$ cat src/rtl/mips_pkg.sv
// Shared types and constants for the MIPS fetch path.
// Holds the IF/ID bundle, fetch FSM states and SYSCALL decode.
package mips_pkg;

    localparam logic [5:0] OP_SPECIAL = 6'h00;
    localparam logic [5:0] FN_SYSCALL = 6'h0C;

    typedef enum logic [1:0] {
        RUN    = 2'd0,
        DRAIN  = 2'd1,
        HALTED = 2'd2
    } fetch_state_t;

    typedef struct packed {
        logic        valid;
        logic [31:0] inst;
        logic [31:0] pc;
        logic [31:0] pc_plus4;
    } if_id_t;

    function automatic logic is_syscall(input logic [31:0] w);
        return (w[31:26] == OP_SPECIAL) && (w[5:0] == FN_SYSCALL);
    endfunction

endpackage

$ cat src/rtl/mips_pc_reg.sv
// Program counter register: async reset, load, hold or +4 increment.
// A load takes priority over an increment; neither means hold.
module mips_pc_reg #(
    parameter logic [31:0] RESET_PC = 32'h0000_0000
) (
    input  logic        clk,
    input  logic        rst,
    input  logic        load_i,
    input  logic [31:0] target_i,
    input  logic        inc_i,
    output logic [31:0] pc_o
);

    logic [31:0] pc_q;
    logic [31:0] pc_d;

    always_comb begin
        pc_d = pc_q;
        if (load_i) begin
            pc_d = {target_i[31:2], 2'b00};
        end else if (inc_i) begin
            pc_d = pc_q + 32'd4;
        end
    end

    always_ff @(posedge clk or posedge rst) begin
        if (rst) begin
            pc_q <= RESET_PC;
        end else begin
            pc_q <= pc_d;
        end
    end

    assign pc_o = pc_q;

endmodule

$ cat src/rtl/mips_fetch_unit.sv
// MIPS instruction-fetch stage: PC, IF/ID register and SYSCALL drain FSM.
// Once a SYSCALL leaves ID the unit freezes until reset.
module mips_fetch_unit
    import mips_pkg::*;
#(
    parameter logic [31:0] RESET_PC        = 32'h0000_0000,
    parameter bit          HALT_ON_SYSCALL = 1'b1
) (
    input  logic        clk,
    input  logic        rst_b,
    output logic [31:0] inst_addr,
    input  logic [31:0] inst,
    input  logic        stall,
    input  logic        redirect_valid,
    input  logic [31:0] redirect_target,
    output logic        id_valid,
    output logic [31:0] id_inst,
    output logic [31:0] id_pc,
    output logic [31:0] id_pc_plus4,
    output logic        halted
);

    fetch_state_t state_q;
    if_id_t       if_id_q;
    logic         halted_q;
    logic [31:0]  pc;
    logic [31:0]  pc_plus4;
    logic         sys_hit;
    logic         pc_load;
    logic         pc_inc;

    assign pc_plus4 = pc + 32'd4;
    assign sys_hit  = HALT_ON_SYSCALL && is_syscall(inst);

    // A captured SYSCALL parks the PC; only a redirect moves it again.
    assign pc_load = (state_q != HALTED) && redirect_valid;
    assign pc_inc  = (state_q == RUN) && !redirect_valid
                     && !stall && !sys_hit;

    mips_pc_reg #(
        .RESET_PC (RESET_PC)
    ) u_pc (
        .clk      (clk),
        .rst      (rst_b),
        .load_i   (pc_load),
        .target_i (redirect_target),
        .inc_i    (pc_inc),
        .pc_o     (pc)
    );

    always_ff @(posedge clk or posedge rst_b) begin
        if (rst_b) begin
            state_q  <= RUN;
            if_id_q  <= '0;
            halted_q <= 1'b0;
        end else begin
            unique case (state_q)
                RUN: begin
                    if (redirect_valid) begin
                        if_id_q.valid <= 1'b0;
                    end else if (!stall) begin
                        if_id_q.valid    <= 1'b1;
                        if_id_q.inst     <= inst;
                        if_id_q.pc       <= pc;
                        if_id_q.pc_plus4 <= pc_plus4;
                        if (sys_hit) begin
                            state_q <= DRAIN;
                        end
                    end
                end
                DRAIN: begin
                    if (redirect_valid) begin
                        if_id_q.valid <= 1'b0;
                        state_q       <= RUN;
                    end else if (!stall) begin
                        if_id_q.valid <= 1'b0;
                        halted_q      <= 1'b1;
                        state_q       <= HALTED;
                    end
                end
                HALTED: begin
                    state_q <= HALTED;
                end
                default: begin
                    state_q <= RUN;
                end
            endcase
        end
    end

    assign inst_addr   = pc;
    assign id_valid    = if_id_q.valid;
    assign id_inst     = if_id_q.inst;
    assign id_pc       = if_id_q.pc;
    assign id_pc_plus4 = if_id_q.pc_plus4;
    assign halted      = halted_q;

endmodule
$ cat config.mk
export PLATFORM = sky130hd
export DESIGN_NAME = mips_fetch_unit
export DESIGN_NICKNAME = d
export VERILOG_FILES = /design/src/rtl/mips_pkg.sv /design/src/rtl/mips_pc_reg.sv /design/src/rtl/mips_fetch_unit.sv
export SDC_FILE = /design/constraint.sdc
export NUM_CORES = 1
export LEC_CHECK = 0
export CAP_MARGIN = 10
export CORE_ASPECT_RATIO = 0.8
export CORE_UTILIZATION = 42
export CTS_CLUSTER_SIZE = 8
export DETAILED_ROUTE_END_ITERATION = 6
export GPL_TIMING_DRIVEN = 0
export PLACE_DENSITY = 0.86
export RECOVER_POWER = 25
export SYNTH_ARGS = -nofsm -noshare
export SYNTH_HDL_FRONTEND = slang
export SYNTH_HIERARCHICAL = 1
export SYNTH_SLANG_ARGS = --single-unit
$ cat constraint.sdc
create_clock -name clk -period 3.2 [get_ports clk]
set_input_delay 0.64 -clock clk [delete_from_list [all_inputs] [get_ports clk]]
set_output_delay 0.64 -clock clk [all_outputs]
set_load 0.05 [all_outputs]
==> results.ini <==
[setup_path]
cp-end-kind = register
critPathMaxFanout = 10
worst_setup_path_startpoint = redirect_valid
critPathCapture = u_pc/pc_o[21]
worst_r2r_path_depth = 8
worst-r2r-setup-slack_ps = 490
worst_ep_arrival_time_ps = 3300
critical_path.reg2reg.endpoint = u_pc/pc_o[21]
critical_path_launch_point_type = input port
crit_required_ps = 3520
critPathKind = in -> reg
worst_r2r_startpoint = state_q[0]

[drt]
postRouteAntennaNets = 0
wl_per_cell_um = 17.1
drt_drc = 0
drt_pre_antenna_iters = 5
drt_wl_total_um = 18600
drt_iter0_markers = 425
num_vias = 5788
via_density_per_instance = 5.34

[logic_synthesis]
ys_types = 45
synth_flop_type = dfrtp_1
synth-seq-cells = 128
synthCells = 674
yosys-top-cells-area = dfrtp_1 (53%), nand2_1 (16%), o21ai_0 (3.8%)
mappedNetlistArea_um2 = 6010
sequential_area_share_after_synthesis = 0.533
synth_top_area_share = 0.533
synth_edf_count = 0
syn_area_per_cell_um2 = 8.91
cell_with_the_most_instances_after_synthesis = nand2_1
yosys-top-cells-count = nand2_1 (253), dfrtp_1 (128), o21ai_0 (46)
synth.largest_area_cell = dfrtp_1
synthArstFlopShare = 1.00
yosysWarnings = 6

[floorplan]
fp.dieH_um = 109
die_area_um2 = 14800
initial_cell_density_of_the_core = 0.437
core_um2 = 13700
number_of_placement_rows = 38
chipWidth_um = 136
design.portCount = 198

[sta]
setup_viol = 0
final.setup_skew_ps = 13.1
final_period_minus_worst_setup_slack_ps = 2980
layout_worst_path_cycle_share = 0.931
finalHoldViolations = 0
max_freq_mhz = 336
totalNegativeSetupSlack_ps = 0
max_slew_margin = 0.136
grt_setup_unrepaired = false
slew_viol_final = 0
worst_slew_pin_slew_ps = 1290

[hold_path]
hold_path.class = reg -> reg
min-delay-start = halted
timing.hold.worst_path_depth = 1

[power_and_ir_drop]
power.static_leakage_uw = 0.00393
power-per-cell-area_nw_per_um2 = 476
power.ir.vdd_worst_mv = 0.346

[clocking]
clock_tree.buffer_depth = 2
clock_tree_from_tritoncts = built
count_of_h_tree_levels_built_during_cts = 4
clock_sinks = 128
cts_root_buffer = clkbuf_16
cts_inserted_buffers = 17
worst_skew_pair.late_latency_ps = 420
postCtsHoldBufs = 0
cts.reportedPaths.clkPinSlew_ps = 60

[placement]
numPortBuffers = 193
dp_hpwl_um = 13100
routabilityCongestion = 0.853

[grt]
vias_in_the_first_global_route = 5527
grt_pass1_wl_um = 29500
grt_antenna_before_repair = 0
grt_util_all_layers = 0.266
globalRouteOverflowTotal = 0
grt_start_max_net_pins = 43

[final_layout]
antenna_cells = 0
drive_gt1_frac = 0.0631
finalCoreUtilization = 0.645
layout.nets = 961
layout-area-overhead-vs-synth_pct = 47.6

[outcome]
status = finished, final reports clean

[job]
max_cap_violations = 0

metal layers:
metal,part of all wire,track usage,vias up
met3,0.089,0.0772,32
met4,0.020,0.0899,0
met5,0,0,-
li1,-,-,2713
met1,0.44,0.359,2768
met2,0.45,0.409,275
where the power goes:
group / switching (uW) / internal, uW / total [uW]
clock: 748 / 1400 / 2150
sequential: 24.3 / 1660 / 1680
combinational: 233 / 153 / 386
total: 1000 / 3210 / 4220
final cells by class:
class | instances | area, um^2
multi-input combinational | 501 | 2600
clock inverter | 14 | 214
sequential | 128 | 3200
timing repair buffer | 197 | 1960
fill | 1133 | 4880
tap | 180 | 225
inverter | 9 | 35.0
buffer | 37 | 189
clock buffer | 18 | 439
worst min-delay path by stage:
| stage | to | slack (ps) |
|---|---|---|
| 3_5_place_dp | halted | 460 |
| 4_1_cts | halted | 470 |
| 5_1_grt | halted | 490 |
| 2_1_floorplan | state_q[0] | 510 |
| 6_report | halted | 470 |
| 3_3_place_gp | halted | 460 |
stage by stage:
step | worst slack (ps) | hold WS, ps | total power, uW | instance area, um^2 | std cells
finish | 220 | 466 | 4220 | 8860 | 1084
global route | 75.7 | 490 | 4350 | 8860 | 1084
CTS | 112 | 472 | 4250 | 8880 | 1083
detailed placement | -939 | 459 | 2100 | 8210 | 1050
global placement | -925 | 456 | 2090 | 8170 | 1048
floorplan | 317 | 510 | 1910 | 6010 | 675
repair_timing:
item                                    in CTS  in global routing
setup buffers                                1                  0
pin swaps                                    1                  0
endpoints found under the setup margin      22                  4
resized for setup                            2                  3
layout by cell type, fill, tap and decap left out, types with 4 or more instances in the layout:
cell type,count
nand2_1,253
clkdlybuf4s50_1,191
dfrtp_1,128
o21ai_0,46
clkbuf_1,28
nand3_1,27
xor2_1,26
nor2_1,21
nand4_1,18
clkbuf_16,17
xnor2_1,12
a31oi_1,12
or4_1,9
inv_1,7
nor3_1,7
and3_1,7
and4_1,6
o31ai_1,6
a21oi_1,5
o211ai_1,5
buf_4,5
bufinv_16,5
buf_6,5
nand2b_1,4
nor4_1,4
or3_1,4
critical path, cell delays in order:
cell           delay [ps]
dlygate4sd3_1         630
nor4_4                230
clkbuf_4              290
and2_2                240
and4_1                220
buf_6                 150
nand4_4               130
or4b_1                540
a31oi_1               220
state kept, by name, indices dropped and copies added (netlist names):
name and flops:
id_inst 32, state_q 2, id_pc_plus4 30, u_pc/pc_o 30, id_pc 32, halted 1, id_valid 1
logic make-up after synthesis:
family                   after synthesis  synth area share
AO/OA/AOI/OAI                         80            0.0767
flip-flops                           128             0.533
adder cells (fa/ha/maj)                2           0.00417
buffers and inverters                 46            0.0364
multiplexers                           1           0.00167
XOR/XNOR                              38            0.0554
AND/OR/NAND/NOR                      378             0.292
other                                  1          0.000624
Power figures use the tool's default switching activity.
